--- config.mk ---
export PLATFORM = sky130hd
export DESIGN_NAME = uart_tx_arbiter
export DESIGN_NICKNAME = d
export VERILOG_FILES = /design/src/rtl/uart_tx_arbiter.sv
export SDC_FILE = /design/constraint.sdc
export NUM_CORES = 1
export LEC_CHECK = 0
export CORE_AREA = 2 2 58 60
export CTS_BUF_LIST = sky130_fd_sc_hd__clkbuf_4 sky130_fd_sc_hd__clkbuf_8 sky130_fd_sc_hd__clkbuf_16
export CTS_CLUSTER_DIAMETER = 120
export DETAILED_ROUTE_END_ITERATION = 10
export DIE_AREA = 0 0 60 62
export PLACE_DENSITY = 0.76
export SYNTH_ARGS = -nofsm -noshare
export SYNTH_HDL_FRONTEND = slang
export SYNTH_SLANG_ARGS = --single-unit
--- constraint.sdc ---
create_clock -name clock -period 2.3 [get_ports clock]
set_input_delay 0.575 -clock clock [delete_from_list [all_inputs] [get_ports clock]]
set_output_delay 0.575 -clock clock [all_outputs]
set_load 0.01 [all_outputs]
--- src/rtl/uart_tx_arbiter.sv ---
// uart_tx_arbiter: round-robin arbiter granting one of P_NUM_REQ byte
// requesters access to a single UART TX port. A grant is held for a whole
// packet (until i_req_last) or until P_MAX_BURST bytes have gone through.
// Optional macro UART_TX_ARB_TIMEOUT_EN adds a stall watchdog that force-
// releases an owner which stops presenting data for P_TIMEOUT cycles.
module uart_tx_arbiter #(
  parameter int P_NUM_REQ    = 4,
  parameter int P_DATA_WIDTH = 8,
  parameter int P_MAX_BURST  = 16,
  parameter int P_TIMEOUT    = 255
) (
  input  logic                              clock,
  input  logic                              reset,
  input  logic [P_NUM_REQ-1:0]              i_req_valid,
  input  logic [P_NUM_REQ*P_DATA_WIDTH-1:0] i_req_data,
  input  logic [P_NUM_REQ-1:0]              i_req_last,
  output logic [P_NUM_REQ-1:0]              o_req_ready,
  output logic [P_DATA_WIDTH-1:0]           o_tx_data,
  output logic                              o_tx_valid,
  input  logic                              i_tx_ready,
  output logic [P_NUM_REQ-1:0]              o_grant,
  output logic                              o_busy,
  output logic                              o_timeout
);

  localparam int IW = $clog2(P_NUM_REQ);
  localparam int CW = IW + 1;

  typedef enum logic {IDLE = 1'b0, XFER = 1'b1} state_t;

  state_t                               state, state_nxt;
  logic [IW-1:0]                        grant_idx, last_ptr, arb_idx;
  logic [CW-1:0]                        arb_cand;
  logic                                 arb_found;
  logic [7:0]                           burst_cnt;
  logic [P_NUM_REQ-1:0][P_DATA_WIDTH-1:0] req_data;
  logic                                 own_valid, own_last;
  logic                                 xfer_fire, burst_done, stall_hit, release_grant;

  assign req_data   = i_req_data;
  assign own_valid  = i_req_valid[grant_idx];
  assign own_last   = i_req_last[grant_idx];
  assign xfer_fire  = (state == XFER) && own_valid && i_tx_ready;
  assign burst_done = ({1'b0, burst_cnt} + 9'd1) == 9'(P_MAX_BURST);
  // last byte and burst limit on the same transfer collapse into one release
  assign release_grant = (xfer_fire && (own_last || burst_done)) || stall_hit;

  // Round-robin search: first valid requester above last_ptr, wrapping
  always_comb begin
    arb_found = 1'b0;
    arb_idx   = '0;
    arb_cand  = '0;
    for (int i = 1; i <= P_NUM_REQ; i++) begin
      arb_cand = {1'b0, last_ptr} + CW'(i);
      if (arb_cand >= CW'(P_NUM_REQ)) arb_cand = arb_cand - CW'(P_NUM_REQ);
      if (!arb_found && i_req_valid[arb_cand[IW-1:0]]) begin
        arb_found = 1'b1;
        arb_idx   = arb_cand[IW-1:0];
      end
    end
  end

  // State register
  always_ff @(posedge clock) begin
    if (reset) state <= IDLE;
    else       state <= state_nxt;
  end

  // Next-state: grant on any request, release on last/burst/stall
  always_comb begin
    state_nxt = state;
    case (state)
      IDLE:    if (arb_found)     state_nxt = XFER;
      XFER:    if (release_grant) state_nxt = IDLE;
      default: state_nxt = IDLE;
    endcase
  end

  // Owner, round-robin pointer and burst counter
  always_ff @(posedge clock) begin
    if (reset) begin
      grant_idx <= '0;
      last_ptr  <= IW'(P_NUM_REQ - 1);
      burst_cnt <= '0;
    end else if (state == IDLE) begin
      burst_cnt <= '0;
      if (arb_found) grant_idx <= arb_idx;
    end else begin
      if (xfer_fire)     burst_cnt <= burst_cnt + 8'd1;
      if (release_grant) last_ptr  <= grant_idx;
    end
  end

  // FSM outputs: owner's byte passes straight through while in XFER
  always_comb begin
    o_busy     = (state == XFER);
    o_tx_valid = 1'b0;
    o_tx_data  = '0;
    if (state == XFER) begin
      o_tx_valid = own_valid;
      o_tx_data  = req_data[grant_idx];
    end
  end

  // Per-requester grant decode and ready steering
  for (genvar k = 0; k < P_NUM_REQ; k++) begin : g_lane
    assign o_grant[k]     = (state == XFER) && (grant_idx == IW'(k));
    assign o_req_ready[k] = o_grant[k] & i_tx_ready;
  end

`ifdef UART_TX_ARB_TIMEOUT_EN
  logic [15:0] stall_cnt;

  assign stall_hit = (state == XFER) && !own_valid &&
                     (({1'b0, stall_cnt} + 17'd1) == 17'(P_TIMEOUT));

  // Stall watchdog: counts owner-idle cycles, pulses o_timeout on release
  always_ff @(posedge clock) begin
    if (reset) begin
      stall_cnt <= '0;
      o_timeout <= 1'b0;
    end else begin
      o_timeout <= stall_hit;
      if (state != XFER || own_valid) stall_cnt <= '0;
      else                            stall_cnt <= stall_cnt + 16'd1;
    end
  end
`else
  assign stall_hit = 1'b0;
  assign o_timeout = 1'b0;
`endif

endmodule

==> results.json, run 1 <==
{
  "status": "completed",
  "drtAntennaViolNets": 0,
  "startpoint_type": "input pin",
  "die-area_mm2": 0.00372,
  "final_layout_size_suffix_gt1_share_pct": 25.7,
  "layout_min_cycle_time_ns": 2.29,
  "stdcell_area_mm2": 0.00193,
  "htree_levels": 1,
  "synth.area.top_cells": "dfxtp_1 23%, mux4_2 16%, mux2i_1 5.3%, nor2_1 4.6%, and2_1 4.4%",
  "maxCapViolCount": 0,
  "drv_slew": 0,
  "r2r_end": "burst_cnt[5]$_SDFFE_PP0P_",
  "yosysWarnings": 0,
  "grt_pass1_wl_um": 5180,
  "setup_viol": 0,
  "numCtsBuffers": 3,
  "critPathMaxFanout": 1,
  "cts.path.max_buffers": 2,
  "fin_crit_sh_pct": 99.6,
  "routed_via_density": 5.22,
  "fillers": 274,
  "drt_iter0_markers": 20,
  "drc": 0,
  "grt_max_degree": 13,
  "cts_setup_buffers": 0,
  "synth_edf_count": 0,
  "pin_count": 62,
  "cp.arrival_ns": 1.72,
  "synthFlopType": "dfxtp_1",
  "gp_congestion": 0.797,
  "crit_type": "in2out",
  "finalNetCount": 251,
  "wl_per_cell_um": 14.2,
  "hold_ws_ns": 0.481,
  "hpwl_um": 2900,
  "vias": 1316,
  "cts-root-buf": "clkbuf_4",
  "stdcell_count": 252,
  "ir_drop_uv": 252,
  "synth-seq-cells": 13,
  "start_util_pct": 35.9,
  "clk_pin_slew_worst_paths_ns": 0.09,
  "top_layer": "met4",
  "fmax_mhz": 436,
  "dr.pass1.iters": 4,
  "diodes": 0,
  "antenna_found_initial": 0,
  "yosysTopAreaCell": "dfxtp_1",
  "cts-hold-fix-buffers": 0,
  "r2r_cells": 6,
  "fin_skew_ns": 0.0101,
  "synth_top_area_share_pct": 22.8,
  "num_rows": 21,
  "min_path_type": "reg2reg",
  "synthesis.nets": 176,
  "io_buffers": 60,
  "power_density_mw_per_mm2": 401,
  "die_h_um": 62,
  "r2r_start": "grant_idx[0]$_SDFFE_PP0P_",
  "final_hold_viol_count": 0,
  "ys_seq_area_share_pct": 22.8,
  "cp-end-kind": "output pin",
  "route.met2.wl_um": 1900,
  "regArea_um2": 263,
  "grt.overflow.total": 0,
  "clock_sinks": 13,
  "synthDistinctLibCells": 44,
  "area_growth_pct": 69.4,
  "grt_pass1_vias": 1205,
  "synth-async-reset-ratio_pct": 0,
  "regToRegSetupSlack_ns": 0.42,
  "wl_met1_um": 1300,
  "crit_path_start": "i_req_data[29]",
  "cp-endpoint": "o_tx_data[5]",
  "clk_latency_ns": 0.29,
  "wl_met3_um": 336,
  "syn-mean-instance-area_um2": 8.64,
  "cts_tree": "built",
  "wl_um": 3570,
  "p_leak_uw": 0.000851,
  "placed_cells": 248,
  "multi_input_area_um2": 827,
  "fin_tns_setup_ns": 0,
  "dpl-instance-area_mm2": 0.00190,
  "synthCells": 132,
  "grt_use_total_pct": 18.6,
  "critical_path_required_ns": 1.73,
  "syn_area_mm2": 0.00114,
  "core-area_mm2": 0.00318,
  "fp.dieW_um": 60
}
## metal layers
metal / global-route usage [%] / up-vias
met2: 38.0 / 52
met1: 18.4 / 617
li1: - / 642
met3: 4.97 / 5
met5: 0 / -
met4: 4.76 / 0
## final cells by class
class                           instances  share of cell area [%]
Clock buffer                            4                    1.55
Inverter                                5                   0.971
Multi-Input combinational cell        105                    42.8
Sequential cell                        13                    13.6
Tap cell                               46                    2.98
Timing Repair Buffer                   79                    38.1
## critical path, cell delays in order
cell and delay (ns):
clkdlybuf4s50_1 0.39, mux4_2 0.47, and2_4 0.15, buf_2 0.13
## synthesized netlist by cell type, types with 2 or more instances
cell type and instances:
a21oi_1 8, and2_1 8, buf_2 2, buf_4 2
clkbuf_1 2, dfxtp_1 13, inv_1 5, mux2_2 2
mux2i_1 6, mux4_2 8, nand2_1 7, nand2b_1 2
nand3_1 2, nand4_1 2, nor2_1 14, nor2b_1 2
nor3_1 2, nor3b_1 2, nor4_1 3, o211a_1 2
o21ai_0 6, o22a_1 2, o31ai_1 5, or3_1 2
or4_1 4
## power breakdown
group / internal, uW / switching [uW] / leakage, uW / total, uW
sequential: 237 / 19.3 / 0.000106 / 257
clock: 79.2 / 78.8 / 0.0000184 / 158
combinational: 224 / 136 / 0.000727 / 361
## state kept, by name (all words and copies together) (netlist names)
name,cells
grant_idx,2
o_busy,1
burst_cnt,8
last_ptr,2
## kinds of logic (layout without fill, tap and decap cells)
family	Yosys count	count (layout)	share of synthesized area (%)
simple gates	55	55	27.5
compound gates	31	31	18.2
mux	16	16	23.0
buf+inv	14	88	6.25
flops	13	13	22.8
fa+ha+maj	1	1	1.10
other cells	1	1	0.329
xor+xnor	1	1	0.768
## what timing repair did
action                     in CTS  in global routing
setup endpoints to repair      13                 12
pin swaps                       2                  6
resized for setup              47                 15
## how the worst min path moves through the flow
stage / from / to / slack, ns / depth (start not counted)
after floorplan: burst_cnt[7]$_SDFFE_PP0P_ / burst_cnt[7]$_SDFFE_PP0P_ / 0.45 / 2
after global placement: burst_cnt[7]$_SDFFE_PP0P_ / burst_cnt[7]$_SDFFE_PP0P_ / 0.45 / 2
after detailed placement: burst_cnt[7]$_SDFFE_PP0P_ / burst_cnt[7]$_SDFFE_PP0P_ / 0.47 / 2
after CTS: burst_cnt[7]$_SDFFE_PP0P_ / burst_cnt[7]$_SDFFE_PP0P_ / 0.48 / 2
after global routing: burst_cnt[7]$_SDFFE_PP0P_ / burst_cnt[7]$_SDFFE_PP0P_ / 0.50 / 2
final: burst_cnt[7]$_SDFFE_PP0P_ / burst_cnt[7]$_SDFFE_PP0P_ / 0.48 / 2
## stage by stage
| stage | setup WS (ns) | power [uW] | utilization [%] |
|---|---|---|---|
| floorplan | 0.363 | 434 | - |
| global placement | -0.357 | 618 | 59.8 |
| detailed placement | -0.373 | 628 | 59.8 |
| CTS | -0.0333 | 765 | 59.3 |
| global route | -0.0108 | 820 | 60.8 |
| finish | 0.00867 | 776 | 60.8 |
## cell usage in the layout, fill, tap and decap left out, drive strengths merged, types with 2 or more instances in the layout
cell and count:
clkdlybuf4s50 36, buf 28, nor2 14, dfxtp 13
mux4 8, a21oi 8, dlygate4sd2 8, and2 8
nand2 7, dlymetal6s2s 7, o21ai 6, mux2i 6
inv 5, o31ai 5, or4 4, clkbuf 4
nor4 3, nand3 3, nand2b 2, nor3b 2
nand4 2, mux2 2, o22a 2, or3 2
nor2b 2, o211a 2, nor3 2
Note: power is estimated with default switching activity, not from simulation.
==> run 2, diff against run 1 <==
- REMOVE_ABC_BUFFERS: default -> 1
==> results.json, run 2 (same netlist as run 1, synthesis figures left out) <==
{
  "final_hold_viol_count": 0,
  "critPathMaxFanout": 1,
  "regMostFlops": "burst_cnt",
  "pin_count": 62,
  "startpoint_type": "input pin",
  "fp.dieW_um": 60,
  "htree_levels": 1,
  "grt_pass1_wl_um": 5680,
  "intPower_uw": 544,
  "crit_type": "in2out",
  "max_stage_delay_ns": 0.48,
  "cts-root-buf": "clkbuf_4",
  "finalNetCount": 249,
  "min_path_type": "reg2reg",
  "wl_per_cell_um": 14.9,
  "cts_tree": "built",
  "drv_slew": 0,
  "ir_drop_uv": 385,
  "min_path_cells": 2,
  "hpwl_um": 3030,
  "grt_max_degree": 18,
  "core-area_mm2": 0.00318,
  "grt.overflow.total": 0,
  "fmax_mhz": 436,
  "p_leak_uw": 0.000902,
  "numCtsBuffers": 3,
  "combPwrFrac_pct": 47.8,
  "pre_cts_ws_ns": -0.396,
  "largest_reg_flops": 8,
  "grt_use_total_pct": 20.0,
  "critical_path_required_ns": 1.73,
  "clk_latency_ns": 0.28,
  "reg.largest.list": "burst_cnt x8, grant_idx x2, last_ptr x2",
  "power_density_mw_per_mm2": 399,
  "stdcell_area_mm2": 0.00196,
  "diodes": 0,
  "p_switching_uw": 236,
  "regToRegSetupSlack_ns": 0.40,
  "io_buffers": 60,
  "layout_commonest_cell": "clkdlybuf4s50_1",
  "cp.arrival_ns": 1.72,
  "maxCapViolCount": 0,
  "clkPwrFrac_pct": 19.6,
  "r2r_start": "o_busy$_SDFF_PP0_",
  "area_growth_pct": 71.4,
  "power_frac_seq_pct": 32.6,
  "drtAntennaViolNets": 0,
  "dr.pass1.iters": 4,
  "antenna_found_initial": 0,
  "gp_congestion": 0.823,
  "utilization_pct": 61.5,
  "drc": 0,
  "cts_setup_buffers": 0,
  "die_h_um": 62,
  "wl_um": 3720,
  "layout_min_cycle_time_ns": 2.29,
  "min_to": "burst_cnt[1]$_SDFFE_PP0P_",
  "vias": 1315,
  "start_util_pct": 35.9,
  "switching_share_pct": 30.3,
  "grt_pass1_vias": 1320,
  "fin_skew_ns": 0.0100,
  "finalWorstSetupSlack_ns": 0.00802,
  "holdCritStartpoint": "burst_cnt[1]$_SDFFE_PP0P_",
  "routed_via_density": 5.26,
  "fin_crit_sh_pct": 99.7,
  "cts.path.max_buffers": 2,
  "die-area_mm2": 0.00372,
  "status": "completed",
  "r2r_cells": 6,
  "clk_pin_slew_worst_paths_ns": 0.07,
  "num_rows": 21,
  "cts-hold-fix-buffers": 0,
  "dpl-instance-area_mm2": 0.00190,
  "slowest_stage": "mux4_2",
  "final_layout_size_suffix_gt1_share_pct": 24.5,
  "setup_viol": 0,
  "drt_iter0_markers": 37,
  "clock_sinks": 13,
  "cp-end-kind": "output pin",
  "mostFrequentLayoutCells": "26 x clkdlybuf4s50_1, 15 x buf_4, 14 x nor2_1, 13 x dlygate4sd2_1",
  "r2r_end": "burst_cnt[7]$_SDFFE_PP0P_",
  "crit_chain": "clkdlybuf4s50_1 > mux4_2 > and2_4 > buf_6"
}
[run 2: cell count changes in the layout (fill, tap and decap cells not counted), sizes merged]
| cell | previous run | this run |
|---|---|---|
| clkdlybuf4s50 | 36 | 26 |
| buf | 28 | 25 |
| dlygate4sd2 | 8 | 13 |
| dlymetal6s2s | 7 | 12 |
| clkdlybuf4s15 | 0 | 1 |
[run 2: routing by layer]
layer / part of all wire (%) / track usage (%) / up-vias / wire length, um
li1: - / - / 642 / -
met1: 39 / 19.9 / 621 / 1440
met2: 52 / 40.5 / 48 / 1920
met3: 9.1 / 4.55 / 4 / 338
met4: 0.62 / 6.35 / 0 / 23
met5: 0 / 0 / - / 0
[run 2: cell type report]
type | instances | area [um2]
Timing Repair Buffer | 77 | 759
Inverter | 5 | 18.8
Fill cell | 273 | 1220
Tap cell | 46 | 57.6
Clock buffer | 4 | 30.0
Multi-Input combinational cell | 105 | 826
Sequential cell | 13 | 264
[run 2: worst max path at each step]
| stage | endpoint | startpoint | slack, ns |
|---|---|---|---|
| 2_1_floorplan | o_tx_data[0] | grant_idx[0]$_SDFFE_PP0P_ | 0.25 |
| 3_3_place_gp | o_tx_data[7] | i_req_data[31] | -0.36 |
| 3_5_place_dp | o_tx_data[5] | i_req_data[29] | -0.40 |
| 4_1_cts | o_tx_data[4] | i_req_data[4] | 0.00003 |
| 5_1_grt | o_tx_data[4] | i_req_data[20] | -0.01 |
| 6_report | o_tx_data[4] | i_req_data[20] | 0.008 |
[run 2: stage by stage]
step,cells,power (uW),hold WS [ns],TNS [ns]
2_1_floorplan,123,418,0.447,0
5_1_grt,250,828,0.546,-0.0137
6_report,250,780,0.502,0
3_5_place_dp,246,634,0.497,-4.68
3_3_place_gp,246,619,0.454,-3.99
4_1_cts,250,782,0.507,0
[run 2: worst max-delay path: cells and delay by family]
| kind | cells | cell delay, ns |
|---|---|---|
| buffers and inverters | 2 | 0.50 |
| muxes | 1 | 0.48 |
| and+or+nand+nor | 1 | 0.16 |
[run 2: repair_timing]
action / in CTS / in global routing
gates resized for setup: 56 / 17
endpoints found under the setup margin: 16 / 10
pin swaps: 4 / 6
[run 2: power groups by stage]
stage	Clock (uW)	Sequential, uW	Combinational [uW]
6_report	153	255	373
5_1_grt	170	257	400
4_1_cts	161	254	367
3_5_place_dp	0	259	375
3_3_place_gp	0	257	362
2_1_floorplan	0	276	143
==> run 3, diff against run 2 <==
- clock period: 2.3 -> 2.6 ns (I/O delays scaled with it)
==> results.json, run 3 (same netlist as run 1, synthesis figures left out) <==
{
  "drt_iter0_markers": 36,
  "dr.pass1.iters": 4,
  "grt_pass1_wl_um": 5320,
  "power_density_mw_per_mm2": 352,
  "r2r_start": "grant_idx[1]$_SDFFE_PP0P_",
  "utilization_pct": 59.6,
  "vias": 1306,
  "holdCritStartpoint": "burst_cnt[1]$_SDFFE_PP0P_",
  "grt_use_total_pct": 18.7,
  "drtAntennaViolNets": 0,
  "fin_crit_sh_pct": 98.3,
  "pre_cts_ws_ns": -0.217,
  "wl_um": 3400,
  "wl_per_cell_um": 13.7,
  "cp.arrival_ns": 1.91,
  "startpoint_type": "input pin",
  "grt.overflow.total": 0,
  "cts.path.max_buffers": 2,
  "largest_reg_flops": 8,
  "min_to": "burst_cnt[1]$_SDFFE_PP0P_",
  "r2r_cells": 6,
  "setup_viol": 0,
  "io_buffers": 60,
  "reg.largest.list": "burst_cnt x8, grant_idx x2, last_ptr x2",
  "antenna_found_initial": 0,
  "maxCapViolCount": 0,
  "status": "completed",
  "pin_count": 62,
  "p_leak_uw": 0.000767,
  "min_path_type": "reg2reg",
  "stdcell_count": 248,
  "grt_pass1_vias": 1272,
  "fp.dieW_um": 60,
  "final_layout_size_suffix_gt1_share_pct": 17.3,
  "gp_congestion": 0.731,
  "critical_path_required_ns": 1.95,
  "area_growth_pct": 66.0,
  "fin_skew_ns": 0.0115,
  "drc": 0,
  "placed_cells": 243,
  "rsz0062_at_grt": "no",
  "fmax_mhz": 391,
  "core-area_mm2": 0.00318,
  "layout_min_cycle_time_ns": 2.56,
  "crit_type": "in2out",
  "layout_commonest_cell": "clkdlybuf4s50_1",
  "die_h_um": 62,
  "final_hold_viol_count": 0,
  "die-area_mm2": 0.00372,
  "num_rows": 21,
  "clk_pin_slew_worst_paths_ns": 0.07,
  "numCtsBuffers": 3,
  "htree_levels": 1,
  "start_util_pct": 35.9,
  "finalNetCount": 247,
  "cp-end-kind": "output pin",
  "critPathMaxFanout": 1,
  "regMostFlops": "burst_cnt",
  "grt_max_degree": 18,
  "hold_ws_ns": 0.477,
  "drv_slew": 0,
  "cts-hold-fix-buffers": 0,
  "min_path_cells": 2,
  "power_uw": 667,
  "routed_via_density": 5.27,
  "finalWorstSetupSlack_ns": 0.0443,
  "cts-root-buf": "clkbuf_4",
  "cts_tree": "built",
  "hpwl_um": 2750,
  "diodes": 0,
  "mostFrequentLayoutCells": "47 x clkdlybuf4s50_1, 14 x nor2_1, 14 x buf_4, 12 x dfxtp_1",
  "regToRegSetupSlack_ns": 0.59,
  "ir_drop_uv": 318,
  "clock_sinks": 13,
  "clk_latency_ns": 0.28,
  "r2r_end": "burst_cnt[7]$_SDFFE_PP0P_"
}
==> run 3: cell count changes in the layout (fill, tap and decap cells not counted), sizes merged <==
cell           delta
clkdlybuf4s50    +21
clkdlybuf4s15     +5
dlygate4sd2      -10
buf              -10
dlymetal6s2s     -10
clkbuf            +2
==> run 3: report_power, final <==
part           internal (uW)  switching (uW)
sequential               210            16.9
combinational            189             115
clock                   70.0            66.0
==> run 3: through the flow <==
stage                     TNS, ns  instance area (um2)
after floorplan                 0                 1090
after global placement      -1.61                 1860
after detailed placement    -1.73                 1860
after CTS                       0                 1890
after global routing            0                 1890
final                           0                 1890
==> run 3: worst max path at each step <==
stage	slack, ns	endpoint	from	cells after the start
3_5_place_dp	-0.22	o_tx_data[7]	i_req_data[31]	4
2_1_floorplan	0.47	o_tx_data[0]	grant_idx[0]$_SDFFE_PP0P_	2
5_1_grt	0.0002	o_tx_data[2]	i_req_data[18]	4
3_3_place_gp	-0.21	o_tx_data[7]	i_req_data[31]	4
4_1_cts	0.002	o_tx_data[6]	i_req_data[30]	4
6_report	0.04	o_tx_data[3]	i_req_data[27]	4
==> run 3: area by class of cell <==
cell class	instances	area, um2
fill	281	1280
multi-input combinational	105	810
tap	46	57.6
inverter	5	18.8
timing repair buffer	75	717
sequential	13	262
clock buffer	4	30.0
==> run 3: per-layer routing <==
layer,share of wire [%],track usage (%)
met4,1.5,6.67
met1,39,19.0
met2,50,36.5
met5,0,0
met3,9.7,5.18
==> run 3: what timing repair did <==
action                                  4_1_cts  5_1_grt
endpoints found under the setup margin       12        8
endpoints found under the hold margin         0        0
setup buffers                                 1        0
resized for setup                            16        8
==> run 3: worst max-delay path: stages <==
cell             delay [ns]
clkdlybuf4s50_1        0.39
mux4_2                 0.46
and2_1                 0.17
clkdlybuf4s15_1        0.24
